`config.mk`:
```
export PLATFORM = sky130hd
export DESIGN_NAME = game_sequencer
export DESIGN_NICKNAME = d
export VERILOG_FILES = /design/src/rtl/game_pkg.sv /design/src/rtl/bcd_counter4.sv /design/src/rtl/game_sequencer.sv
export SDC_FILE = /design/constraint.sdc
export NUM_CORES = 1
export LEC_CHECK = 0
export CAP_MARGIN = 10
export CORE_ASPECT_RATIO = 0.5
export CORE_MARGIN = 1
export CORE_UTILIZATION = 45
export CTS_BUF_LIST = sky130_fd_sc_hd__clkbuf_2
export CTS_CLUSTER_SIZE = 20
export DETAILED_ROUTE_END_ITERATION = 8
export SYNTH_ARGS = -nofsm -noshare
export SYNTH_HDL_FRONTEND = slang
export SYNTH_SLANG_ARGS = --single-unit
```
`constraint.sdc`:
```
create_clock -name clk -period 4.7 [get_ports clk]
set_input_delay 0.705 -clock clk [delete_from_list [all_inputs] [get_ports clk]]
set_output_delay 0.705 -clock clk [all_outputs]
set_load 0.005 [all_outputs]
```
`src/rtl/game_pkg.sv`:
```
// Shared definitions for the falling-ball game: state encoding, score format
// and default timing, so that every consumer decodes state/cd_digit the same way.
package game_pkg;

  typedef enum logic [2:0] {
    ST_IDLE  = 3'd0,
    ST_COUNT = 3'd1,
    ST_PLAY  = 3'd2,
    ST_PAUSE = 3'd3,
    ST_OVER  = 3'd4
  } state_t;

  localparam int BCD_W        = 4;
  localparam int SCORE_DIGITS = 4;
  localparam int SCORE_W      = BCD_W * SCORE_DIGITS;

  localparam logic [SCORE_W-1:0] SCORE_MAX = 16'h9999;
  localparam logic [1:0]         CD_START  = 2'd3;

  localparam int DEF_FRAME_DIV         = 1666667;
  localparam int DEF_COUNT_STEP_FRAMES = 60;
  localparam int DEF_SCORE_FRAMES      = 60;
  localparam int DEF_LEVEL_UP_SCORE    = 10;
  localparam int DEF_MAX_LEVEL         = 7;
  localparam int DEF_SCROLL_BASE       = 8;

  // Bits needed to hold any value 0..n (never less than one bit).
  function automatic int cnt_width(input int n);
    return (n < 1) ? 1 : $clog2(n + 1);
  endfunction

endpackage

```
`src/rtl/bcd_counter4.sv`:
```
// Four-digit BCD score counter that increments by one and sticks at 9999.
module bcd_counter4
  import game_pkg::*;
(
  input  logic               clk,
  input  logic               rstn,
  input  logic               clr,
  input  logic               inc,
  output logic [SCORE_W-1:0] value,
  output logic               sat
);

  logic [SCORE_W-1:0] value_inc;
  logic               carry;

  // Ripple a +1 through the digits, wrapping any 9 to 0 and carrying on.
  always_comb begin
    value_inc = value;
    carry     = 1'b1;
    for (int i = 0; i < SCORE_DIGITS; i++) begin
      if (carry) begin
        if (value[i*BCD_W +: BCD_W] == BCD_W'(9)) begin
          value_inc[i*BCD_W +: BCD_W] = '0;
        end else begin
          value_inc[i*BCD_W +: BCD_W] = value[i*BCD_W +: BCD_W] + BCD_W'(1);
          carry = 1'b0;
        end
      end
    end
  end

  assign sat = (value == SCORE_MAX);

  // Score register: clear wins, increments are dropped once saturated.
  always_ff @(posedge clk or negedge rstn) begin
    if (!rstn) begin
      value <= '0;
    end else if (clr) begin
      value <= '0;
    end else if (inc && !sat) begin
      value <= value_inc;
    end
  end

endmodule

```
`src/rtl/game_sequencer.sv`:
```
// Game flow controller: idle, 3-2-1 countdown, play, pause and game over,
// plus the frame/scroll timebase, world reset, score and difficulty level.
module game_sequencer
  import game_pkg::*;
#(
  parameter int FRAME_DIV         = DEF_FRAME_DIV,
  parameter int COUNT_STEP_FRAMES = DEF_COUNT_STEP_FRAMES,
  parameter int SCORE_FRAMES      = DEF_SCORE_FRAMES,
  parameter int LEVEL_UP_SCORE    = DEF_LEVEL_UP_SCORE,
  parameter int MAX_LEVEL         = DEF_MAX_LEVEL,
  parameter int SCROLL_BASE       = DEF_SCROLL_BASE
) (
  input  logic               clk,
  input  logic               rstn,
  input  logic               key_start,
  input  logic               key_pause,
  input  logic               fail,
  output logic               run_en,
  output logic               world_rstn,
  output logic               frame_tick,
  output logic               scroll_tick,
  output logic [SCORE_W-1:0] score,
  output logic [2:0]         level,
  output logic [2:0]         state,
  output logic [1:0]         cd_digit,
  output logic               game_over
);

  localparam int FRW = cnt_width(FRAME_DIV - 1);
  localparam int STW = cnt_width(COUNT_STEP_FRAMES);
  localparam int SVW = cnt_width(SCORE_FRAMES);
  localparam int LPW = cnt_width(LEVEL_UP_SCORE);
  localparam int SCW = cnt_width(SCROLL_BASE);

  state_t           cur_state, nxt_state;
  logic [FRW-1:0]   frame_cnt;
  logic             keys_armed, key_start_q, key_pause_q;
  logic             start_p, pause_p;
  logic [STW-1:0]   step_cnt, step_nxt;
  logic [SVW-1:0]   surv_cnt, surv_nxt;
  logic [SCW-1:0]   scroll_cnt, scroll_nxt, scroll_limit;
  logic [LPW-1:0]   lvl_pts, lvl_pts_nxt;
  logic [2:0]       level_nxt;
  logic [1:0]       cd_nxt;
  logic             world_rstn_nxt, scroll_tick_nxt;
  logic             score_clr, score_inc, score_sat;
  logic             begin_game;

  assign state     = cur_state;
  assign run_en    = (cur_state == ST_PLAY);
  assign game_over = (cur_state == ST_OVER);

  // Free-running frame divider; the tick marks the cycle the counter wraps.
  always_ff @(posedge clk or negedge rstn) begin
    if (!rstn) begin
      frame_cnt  <= '0;
      frame_tick <= 1'b0;
    end else if (frame_cnt == FRW'(FRAME_DIV - 1)) begin
      frame_cnt  <= '0;
      frame_tick <= 1'b1;
    end else begin
      frame_cnt  <= frame_cnt + FRW'(1);
      frame_tick <= 1'b0;
    end
  end

  // Key rising-edge pulses; the arm flag hides a key already held at reset release.
  always_ff @(posedge clk or negedge rstn) begin
    if (!rstn) begin
      keys_armed  <= 1'b0;
      key_start_q <= 1'b0;
      key_pause_q <= 1'b0;
      start_p     <= 1'b0;
      pause_p     <= 1'b0;
    end else begin
      keys_armed  <= 1'b1;
      key_start_q <= key_start;
      key_pause_q <= key_pause;
      start_p     <= key_start & ~key_start_q & keys_armed;
      pause_p     <= key_pause & ~key_pause_q & keys_armed;
    end
  end

  // Scroll period shrinks with level but never below one frame.
  always_comb begin
    scroll_limit = SCW'(1);
    if (SCROLL_BASE > int'(level) + 1) begin
      scroll_limit = SCW'(SCROLL_BASE - int'(level));
    end
  end

  // Next-state and next-value logic for the game flow.
  always_comb begin
    nxt_state       = cur_state;
    cd_nxt          = cd_digit;
    step_nxt        = step_cnt;
    surv_nxt        = surv_cnt;
    scroll_nxt      = scroll_cnt;
    lvl_pts_nxt     = lvl_pts;
    level_nxt       = level;
    world_rstn_nxt  = 1'b1;
    scroll_tick_nxt = 1'b0;
    score_clr       = 1'b0;
    score_inc       = 1'b0;
    begin_game      = 1'b0;

    unique case (cur_state)
      ST_IDLE: begin
        if (start_p) begin
          begin_game = 1'b1;
        end
      end

      ST_COUNT: begin
        if (frame_tick) begin
          if (step_cnt + STW'(1) == STW'(COUNT_STEP_FRAMES)) begin
            step_nxt = '0;
            if (cd_digit == 2'd1) begin
              nxt_state  = ST_PLAY;
              cd_nxt     = 2'd0;
              surv_nxt   = '0;
              scroll_nxt = '0;
            end else begin
              cd_nxt = cd_digit - 2'd1;
            end
          end else begin
            step_nxt = step_cnt + STW'(1);
          end
        end
      end

      ST_PLAY: begin
        if (fail) begin
          nxt_state = ST_OVER;
        end else if (pause_p) begin
          nxt_state = ST_PAUSE;
        end else if (frame_tick) begin
          if (surv_cnt + SVW'(1) == SVW'(SCORE_FRAMES)) begin
            surv_nxt = '0;
            if (!score_sat) begin
              score_inc = 1'b1;
              if (lvl_pts + LPW'(1) == LPW'(LEVEL_UP_SCORE)) begin
                lvl_pts_nxt = '0;
                if (level < 3'(MAX_LEVEL)) begin
                  level_nxt = level + 3'd1;
                end
              end else begin
                lvl_pts_nxt = lvl_pts + LPW'(1);
              end
            end
          end else begin
            surv_nxt = surv_cnt + SVW'(1);
          end
          if (scroll_cnt + SCW'(1) >= scroll_limit) begin
            scroll_nxt      = '0;
            scroll_tick_nxt = 1'b1;
          end else begin
            scroll_nxt = scroll_cnt + SCW'(1);
          end
        end
      end

      ST_PAUSE: begin
        if (start_p) begin
          nxt_state = ST_IDLE;
        end else if (pause_p) begin
          nxt_state = ST_PLAY;
        end
      end

      ST_OVER: begin
        if (start_p) begin
          begin_game = 1'b1;
        end
      end

      default: begin
        nxt_state = ST_IDLE;
      end
    endcase

    if (begin_game) begin
      nxt_state      = ST_COUNT;
      cd_nxt         = CD_START;
      step_nxt       = '0;
      lvl_pts_nxt    = '0;
      level_nxt      = 3'd0;
      score_clr      = 1'b1;
      world_rstn_nxt = 1'b0;
    end
  end

  // State register.
  always_ff @(posedge clk or negedge rstn) begin
    if (!rstn) begin
      cur_state <= ST_IDLE;
    end else begin
      cur_state <= nxt_state;
    end
  end

  // Counters and registered outputs that move with the state.
  always_ff @(posedge clk or negedge rstn) begin
    if (!rstn) begin
      cd_digit    <= 2'd0;
      step_cnt    <= '0;
      surv_cnt    <= '0;
      scroll_cnt  <= '0;
      lvl_pts     <= '0;
      level       <= 3'd0;
      world_rstn  <= 1'b1;
      scroll_tick <= 1'b0;
    end else begin
      cd_digit    <= cd_nxt;
      step_cnt    <= step_nxt;
      surv_cnt    <= surv_nxt;
      scroll_cnt  <= scroll_nxt;
      lvl_pts     <= lvl_pts_nxt;
      level       <= level_nxt;
      world_rstn  <= world_rstn_nxt;
      scroll_tick <= scroll_tick_nxt;
    end
  end

  bcd_counter4 u_score (
    .clk   (clk),
    .rstn  (rstn),
    .clr   (score_clr),
    .inc   (score_inc),
    .value (score),
    .sat   (score_sat)
  );

endmodule

```
# ---- Yosys cells after proc, flatten, opt, wreduce, memory -nomap -nowiden
# Cells that the tools add are included.
dict set report totals {
  reg_bits 73
  latch_bits 0
  ram_bits 0
  mem_bits_ro 0
  input_bits 5
  out_inout_bits 29
  n_memories 0
}
dict set report classes {
  add_sub_neg 13
  multipliers 0
  n_div 0
  n_lt_le_gt_ge 3
  eq_ne 29
  n_shift 0
  n_mux 83
  bitwise_logic 6
  reduce_logical 25
}
# op n
set op_table {}
lappend op_table {{$mux 4} 23}
lappend op_table {{$mux 6} 11}
lappend op_table {{$mux 3} 17}
lappend op_table {{$mux 16} 2}
lappend op_table {{$add 4x1->4 const B} 6}
lappend op_table {{$reduce_bool 2->1} 12}
lappend op_table {{$add 21x1->21 const B} 1}
lappend op_table {{$eq 21x21->1 const B} 1}
lappend op_table {{$mux 1} 21}
lappend op_table {{$mux 21} 1}
lappend op_table {{$eq 4x4->1 const B} 5}
lappend op_table {{$eq 16x16->1 const B} 1}
lappend op_table {{$add 6x1->6 const B} 2}
lappend op_table {{$eq 6x6->1 const B} 2}
lappend op_table {{$pmux 3 s4} 1}
lappend op_table {{$pmux 6 s2} 1}
lappend op_table {{$reduce_and 6->1} 2}
lappend op_table {{$mux 2} 5}
lappend op_table {{$ne 2x1->1 const B} 5}
lappend op_table {{$ne 2x2->1 const B} 5}
lappend op_table {{$ne 3x3->1 const B} 3}
lappend op_table {{$pmux 4 s2} 1}
lappend op_table {{$reduce_and 2->1} 4}
lappend op_table {{$reduce_and 8->1} 1}
lappend op_table {{21 further kinds} 26}

# ---- Longest topological paths before layout
# Gate-level depths: netlist (run 1).
dict set report depth {
  ltp_word 10
  mapped_depth 9
  ltp_nobuf 9
}

# ---- Modules after synthesis
# A second synthesis (run 1) with hierarchy kept.
dict set report unflattened {
  hier_cells 421
  hier_area_um2 4170.2
}
# module instances cells_per_inst area_each_um2 seq_area_each_um2
set by_module_without_submodules {}
lappend by_module_without_submodules {game_sequencer 1 317 3190.6 1427.6}
lappend by_module_without_submodules {bcd_counter4 1 104 979.7 400.4}

# ---- Least setup slack after synthesis (run 1)
# No wires, ideal clock.
dict set report synth_path {
  path_type {register to register}
  from {register level[0]}
  to {register scroll_cnt[2]}
  setup_ns 0.076
  t_arrival_ns 1.917
  t_required_ns 4.624
  slack_ns 2.706
  path_stages_with_launch 9
  path_cell_list {dfrtp_1 > inv_1 > ha_1 > nand2_1 > ha_1 > a211o_1 > a211oi_2 > a21oi_1 > o21ai_1}
}
dict set report synth_between {
  elab_chain_cells 9
}
# element line_no
set synth_lines {}
lappend synth_lines {{start: declaration} game_sequencer.sv:23} ;# output logic [2:0] level,
lappend synth_lines {{start signal: assignment} game_sequencer.sv:219} ;# level <= level_nxt;
lappend synth_lines {{$add 3x1->4} game_sequencer.sv:87} ;# if (SCROLL_BASE > int'(level) + 1) begin
lappend synth_lines {{$gt 4x4->1} game_sequencer.sv:87}
lappend synth_lines {{$mux 4 (*)} game_sequencer.sv:87}
lappend synth_lines {{$ge 4x4->1 (*)} game_sequencer.sv:154} ;# if (scroll_cnt + SCW'(1) >= scroll_limit) begin
lappend synth_lines {{$mux 4 (*)} game_sequencer.sv:154}
lappend synth_lines {{$mux 4 (*)} game_sequencer.sv:137} ;# end else if (frame_tick) begin
lappend synth_lines {{$mux 4 (*)} game_sequencer.sv:135} ;# end else if (pause_p) begin
lappend synth_lines {{$mux 4 (*)} game_sequencer.sv:133} ;# if (fail) begin
lappend synth_lines {{$pmux 4 s2 (*)} game_sequencer.sv:107} ;# unique case (cur_state)
lappend synth_lines {{end signal: assignment} game_sequencer.sv:217} ;# scroll_cnt <= scroll_nxt;
lappend synth_lines {{end: declaration} game_sequencer.sv:41} ;# logic [SCW-1:0] scroll_cnt, scroll_nxt, scroll_limit;
# Every way passes the cells marked *; elsewhere a longest branch is shown, timed or not. The select of a mux whose other input is x is not followed.
# A chain may end at the register's enable or synchronous reset.

# ---- Final worst setup path (run 1)
dict set report layout_path {
  from {register cur_state[1], in the netlist state[1]}
  to {output port run_en}
}
dict set report layout_between {
  elab_chain_cells 1
}
# element line_no
set layout_lines {}
lappend layout_lines {{start: declaration} game_sequencer.sv:35} ;# state_t cur_state, nxt_state;
lappend layout_lines {{start signal: assignment} game_sequencer.sv:198} ;# cur_state <= nxt_state;
lappend layout_lines {{$eq 3x2->1} game_sequencer.sv:50} ;# assign run_en = (cur_state == ST_PLAY);
lappend layout_lines {{end: declaration} game_sequencer.sv:18} ;# output logic run_en,
# No other way between the ends.

==> flow_metrics.env, run 1 <==
export IMPL_status="completed"
export IMPL_post_route_drc_count=0
export IMPL_core_area_um2=8202
export IMPL_synth_common_cells="dfrtp_1 (72), nor2_1 (36), nand3_1 (33)"
export IMPL_clockBufferDepth=2
export IMPL_ys_warn_count=0
export IMPL_r2r_start="surv_cnt[0]$_DFFE_PN0P_"
export IMPL_avgSynthCellArea_um2=9.788
export IMPL_slew_violations=0
export IMPL_cts_sinks=73
export IMPL_synth_fp_nets=419
export IMPL_synth_area_um2=3915
export IMPL_die_area_um2=9100
export IMPL_setup_tns_ns=0
export IMPL_critPathArrivalTime_ns=2.11
export IMPL_rows=23
export IMPL_slowest_stage="dfrtp_1"
export IMPL_min_period_ns=2.812
export IMPL_swShare_pct=26.16
export IMPL_clock_latency_ns=0.56
export IMPL_cts_hold_buffers=0
export IMPL_grt_antenna_before_repair=0
export IMPL_seq_power_share_pct=61.5
export IMPL_p_clk_share_pct=32.4
export IMPL_worstSetupStartpointType="register"
export IMPL_vias=3038
export IMPL_crit_path_cell_trace="nand3_1 -> inv_1 -> clkdlybuf4s50_1"
export IMPL_cts_resized=0
export IMPL_cts_root_buffer_cell="clkbuf_2"
export IMPL_hold_violations=0
export IMPL_fp_dieW_um=133.9
export IMPL_maxCapViolCount=0
export IMPL_cp_top_family="buffers and inverters"
export IMPL_cp_required_ns=3.99
export IMPL_drt_iter0_drc=155
export IMPL_dp_slack_ns=1.812
export IMPL_io_buffers=33
export IMPL_yosysMostFrequentCell="dfrtp_1"
export IMPL_hp_class="in2async"
export IMPL_async_reset_ff_share_pct=100.0
export IMPL_r2r_end="level[2]$_DFFE_PN0P_"
export IMPL_setup_viol=0
export IMPL_yosysSeqAreaShare_pct=46.69
export IMPL_wire_per_inst_um=14.59
export IMPL_cts_htree_levels=3
export IMPL_fin_crit_sh_pct=59.84
export IMPL_synth_cell_type_count=58
export IMPL_synthTopCellsByArea="dfrtp_1 (46%), ha_1 (4.5%), nand3_1 (4.2%)"
export IMPL_syn_to_final_growth_pct=13.26
export IMPL_grt_total_usage_pct=19.71
export IMPL_grt_max_degree=43
export IMPL_layout_drive_gt1_share_pct=6.606
export IMPL_synth_edf_count=0
export IMPL_finalNetCount=454
export IMPL_routed_wl_um=8039
export IMPL_viasPerCell=5.514
export IMPL_setup_slack_ns=1.888
export IMPL_rr_worst_depth=6
export IMPL_numCtsBuffers=9
export IMPL_skew_ns=0.03947
export IMPL_initial_core_util_pct=47.73
export IMPL_grt_pass1_wl_um=13860
export IMPL_place_inst=536
export IMPL_slew_headroom_pct=36.46
export IMPL_die_height_um=67.96
export IMPL_crit_type="reg2out"
export IMPL_switchingPower_uw=278.7
export IMPL_dp_final_hpwl_um=5569
export IMPL_grt_pass1_vias=2962
export IMPL_comb_power_share_pct=6.1
export IMPL_cts_tree="yes"
export IMPL_clk_pin_slew_ns=0.23
export IMPL_whs_ns=0.2705
export IMPL_ys_ff_latch=73
export IMPL_crit_start="state[1]$_DFFE_PN0P_"
export IMPL_diodes=0
export IMPL_stdcell_count=551
export IMPL_cts_setup_buffers=0
export IMPL_end_kind="output port"
export IMPL_drt_antenna_violating_nets=0
export IMPL_synth_area_leader_cell="dfrtp_1"
export IMPL_synthFlopType="dfrtp_1"
export IMPL_rsz0062_at_grt="no"
export IMPL_timing_worst_slew_pin_value_ns=0.9531
export IMPL_p_leak_nw=1.971
export IMPL_yosys_area_top_type_share_pct=46.02
export IMPL_crit_buf_inv=2
export IMPL_fmax_ghz=0.3556
export IMPL_synthCells=400
export IMPL_slowest_delay_ns=0.62
export IMPL_cp_max_fo=15
export IMPL_irDropWorstVdd_uv=119.4
export IMPL_cp_endpoint="run_en"
export IMPL_gp_congestion=0.7804
export IMPL_drt_pass1_iterations=5
export IMPL_power_density_nw_per_um2=240.2
export IMPL_pin_count=34
export IMPL_grt_ovfl_total=0
export IMPL_path_depth=3
export IMPL_rrSetupSlack_ns=2.28
export IMPL_power_internal_uw=786.6
==> state kept, by name, summed over array words and instances, names as in the netlist <==
signal	flops
frame_tick	1
key_start_q	1
pause_p	1
scroll_tick	1
scroll_cnt	4
start_p	1
level	3
u_score.value	16
state	3
world_rstn	1
key_pause_q	1
frame_cnt	21
surv_cnt	6
cd_digit	2
step_cnt	6
lvl_pts	4
keys_armed	1
==> power groups by stage <==
stage | clock, mW | combinational [mW] | sequential [mW]
final | 0.345 | 0.0655 | 0.655
after global routing | 0.390 | 0.0756 | 0.658
after CTS | 0.361 | 0.0675 | 0.655
after detailed placement | 0 | 0.0675 | 0.666
after global placement | 0 | 0.0654 | 0.665
after floorplan | 0 | 0.0321 | 0.661
==> worst min-delay path by stage <==
stage               depth (start not counted)                   from  slack [ns]                 endpoint
floorplan                                   1  key_start_q$_DFF_PN0_        0.38        start_p$_DFF_PN0_
global placement                            1  key_start_q$_DFF_PN0_        0.38        start_p$_DFF_PN0_
detailed placement                          1  key_start_q$_DFF_PN0_        0.39        start_p$_DFF_PN0_
CTS                                         1                   rstn        0.27  surv_cnt[5]$_DFFE_PN0P_
global route                                1                   rstn        0.28  surv_cnt[5]$_DFFE_PN0P_
finish                                      1                   rstn        0.27  surv_cnt[5]$_DFFE_PN0P_
==> layer usage <==
| metal | vias to the layer above | GRT usage (%) | routed length, um |
|---|---|---|---|
| li1 | 1504 | - | - |
| met1 | 1488 | 24.28 | 3914 |
| met2 | 38 | 33.35 | 3766 |
| met3 | 8 | 6.000 | 269 |
| met4 | 0 | 7.244 | 89 |
| met5 | - | 0 | 0 |
==> metrics by stage <==
stage	cell area (um2)	total power, mW	util (%)
after floorplan	3915	0.6928	-
final	4434	1.065	54.07
after global placement	4329	0.7305	52.78
after detailed placement	4329	0.7337	52.78
after CTS	4434	1.083	54.07
after global routing	4434	1.123	54.07
==> final cells by class <==
| class | count | area [um2] |
|---|---|---|
| inverters | 17 | 63.81 |
| repair buffers | 34 | 332.8 |
| clock buffers | 9 | 45.04 |
| clock inverters | 6 | 60.06 |
| well taps | 112 | 140.1 |
| multi-input cells | 300 | 1964 |
| fillers | 778 | 3767 |
| flip-flops and latches | 73 | 1828 |
==> layout by cell type (no fill, tap or decap), types with 10 or more instances in the layout <==
cell,synthesis,layout
dfrtp_1,72,72
nor2_1,36,36
nand3_1,33,33
clkdlybuf4s50_1,0,32
nand2_1,31,31
o21ai_0,19,19
inv_1,17,17
a21oi_1,16,16
xnor2_1,14,14
ha_1,14,14
xor2_1,13,13
nand4_1,10,10
mux2i_1,10,10
==> cells by family (layout without fill, tap and decap cells) <==
kind of cell,Yosys count,in the layout,synth area share (%)
fa+ha+maj,14,14,4.474
buf+inv,27,66,3.132
xor+xnor,27,27,6.040
flops,73,73,46.69
compound gates,67,67,11.09
mux,11,11,2.844
simple gates,180,180,25.63
other cells,1,1,0.09579
==> worst register-to-register path: cells and delay by family, from the launching register on <==
family / cells / cell delay (ns)
fa+ha+maj: 1 / 0.23
flops: 1 / 0.45
compound gates: 2 / 0.49
simple gates: 3 / 1.10
Note: power is estimated with default switching activity, not from simulation.
==> run 2, diff against run 1 <==
- PLACE_DENSITY: not set -> 0.67
- clock period: 4.7 -> 2.25 ns (I/O delays scaled with it)
==> flow_metrics.env, run 2 (synthesized netlist as in run 1, its figures left out) <==
export IMPL_r2r_end="lvl_pts[2]$_DFFE_PN0P_"
export IMPL_cp_max_fo=5
export IMPL_rsz0062_at_grt="no"
export IMPL_numCtsBuffers=9
export IMPL_rows=23
export IMPL_p_leak_nw=2.074
export IMPL_die_height_um=67.96
export IMPL_irDropWorstVdd_uv=296.3
export IMPL_grt_pass1_vias=2780
export IMPL_post_route_drc_count=0
export IMPL_crit_type="reg2out"
export IMPL_critPathArrivalTime_ns=1.76
export IMPL_status="completed"
export IMPL_rrSetupSlack_ns=0.19
export IMPL_min_period_ns=2.095
export IMPL_power_density_nw_per_um2=462.8
export IMPL_hold_violations=0
export IMPL_die_area_um2=9100
export IMPL_finalNetCount=473
export IMPL_hp_class="in2reg"
export IMPL_setup_viol=0
export IMPL_drt_iter0_drc=267
export IMPL_skew_ns=0.01895
export IMPL_core_area_um2=8202
export IMPL_cts_htree_levels=3
export IMPL_setup_tns_ns=0
export IMPL_largest_register_ffs=21
export IMPL_fin_util_pct=56.11
export IMPL_drt_antenna_violating_nets=0
export IMPL_min_from="key_start"
export IMPL_cts_tree="yes"
export IMPL_routed_wl_um=7613
export IMPL_initial_core_util_pct=47.73
export IMPL_vias=3034
export IMPL_fmax_ghz=0.4774
export IMPL_slew_violations=0
export IMPL_grt_total_usage_pct=18.64
export IMPL_dp_slack_ns=0.05797
export IMPL_gp_congestion=0.8115
export IMPL_grt_pass1_wl_um=13230
export IMPL_hold_depth=1
export IMPL_syn_to_final_growth_pct=17.55
export IMPL_viasPerCell=5.313
export IMPL_clockBufferDepth=2
export IMPL_top_register="frame_cnt"
export IMPL_grt_ovfl_total=0
export IMPL_cts_root_buffer_cell="clkbuf_2"
export IMPL_grt_antenna_before_repair=0
export IMPL_drt_pass1_iterations=4
export IMPL_clock_latency_ns=0.50
export IMPL_final_cell_mix="dfrtp_1 (70), nor2_1 (36), nand3_1 (32)"
export IMPL_layout_drive_gt1_share_pct=11.76
export IMPL_io_buffers=33
export IMPL_holdPathEnd="key_start_q$_DFF_PN0_"
export IMPL_setup_slack_ns=0.1552
export IMPL_clk_pin_slew_ns=0.20
export IMPL_grt_max_degree=37
export IMPL_cp_required_ns=1.91
export IMPL_final_common_cell="dfrtp_1"
export IMPL_cts_sinks=73
export IMPL_diodes=0
export IMPL_dp_final_hpwl_um=5456
export IMPL_pin_count=34
export IMPL_wire_per_inst_um=13.33
export IMPL_r2r_start="u_score.value[10]$_DFFE_PN0P_"
export IMPL_fp_dieW_um=133.9
export IMPL_rr_worst_depth=5
export IMPL_reg_top3="frame_cnt: 21 flops, u_score.value: 16 flops"
export IMPL_slew_headroom_pct=66.83
export IMPL_timing_worst_slew_pin_value_ns=0.4948
export IMPL_nFillCells=743
export IMPL_fin_crit_sh_pct=93.10
export IMPL_worstSetupStartpointType="register"
export IMPL_end_kind="output port"
export IMPL_maxCapViolCount=0
[run 2: changes by cell type in the layout (fill, tap and decap cells not counted), sizes merged]
| cell | delta |
|---|---|
| dlygate4sd3 | +1 |
| buf | +18 |
| clkdlybuf4s50 | -1 |
| dlymetal6s2s | +1 |
| clkinvlp | +1 |
| bufinv | -1 |
| clkinv | +1 |
[run 2: worst max path at each step]
stage                              start  slack [ns]                        end  depth (start not counted)
finish              state[0]$_DFFE_PN0P_        0.16                     run_en                          4
floorplan           level[0]$_DFFE_PN0P_        0.26  scroll_cnt[2]$_DFFE_PN0P_                          8
CTS                 state[0]$_DFFE_PN0P_        0.01                  game_over                          3
global route        state[0]$_DFFE_PN0P_       0.008                     run_en                          4
detailed placement                  fail        0.06       level[2]$_DFFE_PN0P_                          6
global placement                    fail        0.11       level[2]$_DFFE_PN0P_                          6
[run 2: where the power goes]
group | leakage [nW] | internal [mW] | switching [mW]
combinational | 1.07 | 0.0854 | 0.0909
sequential | 0.950 | 1.34 | 0.0256
clock | 0.0525 | 0.131 | 0.460
total | 2.07 | 1.55 | 0.577
[run 2: final cells by class]
| cell class | instances | area [um2] | area share [%] |
|---|---|---|---|
| inverters | 17 | 63.81 | 1.387 |
| multi-input cells | 300 | 1989 | 43.23 |
| clock inverters | 7 | 37.54 | 0.8157 |
| repair buffers | 53 | 495.5 | 10.77 |
| flip-flops and latches | 73 | 1831 | 39.78 |
| clock buffers | 9 | 45.04 | 0.9788 |
| well taps | 112 | 140.1 | 3.045 |
[run 2: stage by stage]
stage                     power (mW)  hold WS (ns)  std cells  area (um2)
after global routing           2.258        0.1981        571        4602
after floorplan                1.447       0.04191        400        3915
after global placement         1.551        0.3228        550        4449
after CTS                      2.167        0.2112        571        4578
after detailed placement       1.553        0.3253        550        4449
final                          2.130        0.2739        571        4602
[run 2: timing repair]
item | in CTS | in global routing
gates cloned | 0 | 0
setup endpoints to repair | 2 | 4
buffers inserted | 4 | 0
gates resized for setup | 4 | 6
endpoints found under the hold margin | 34 | 0
hold buffers | 1 | 0
pin swaps | 0 | 1
[run 2: routing by layer]
metal  routed length [um]  part of all wire (%)  global-route usage (%)  vias up
li1                     -                     -                       -     1538
met1                 3912                    51                   25.22     1460
met2                 3440                    45                   29.53       32
met3                  218                   2.9                   5.111        4
met4                   42                  0.55                   5.540        0
met5                    0                     0                       0        -
[run 2: critical path, stage by stage, from the launching register on]
cell             delay (ns)
dfrtp_1                0.44
inv_2                  0.12
nand3_4                0.11
inv_2                  0.09
clkdlybuf4s50_1        0.50
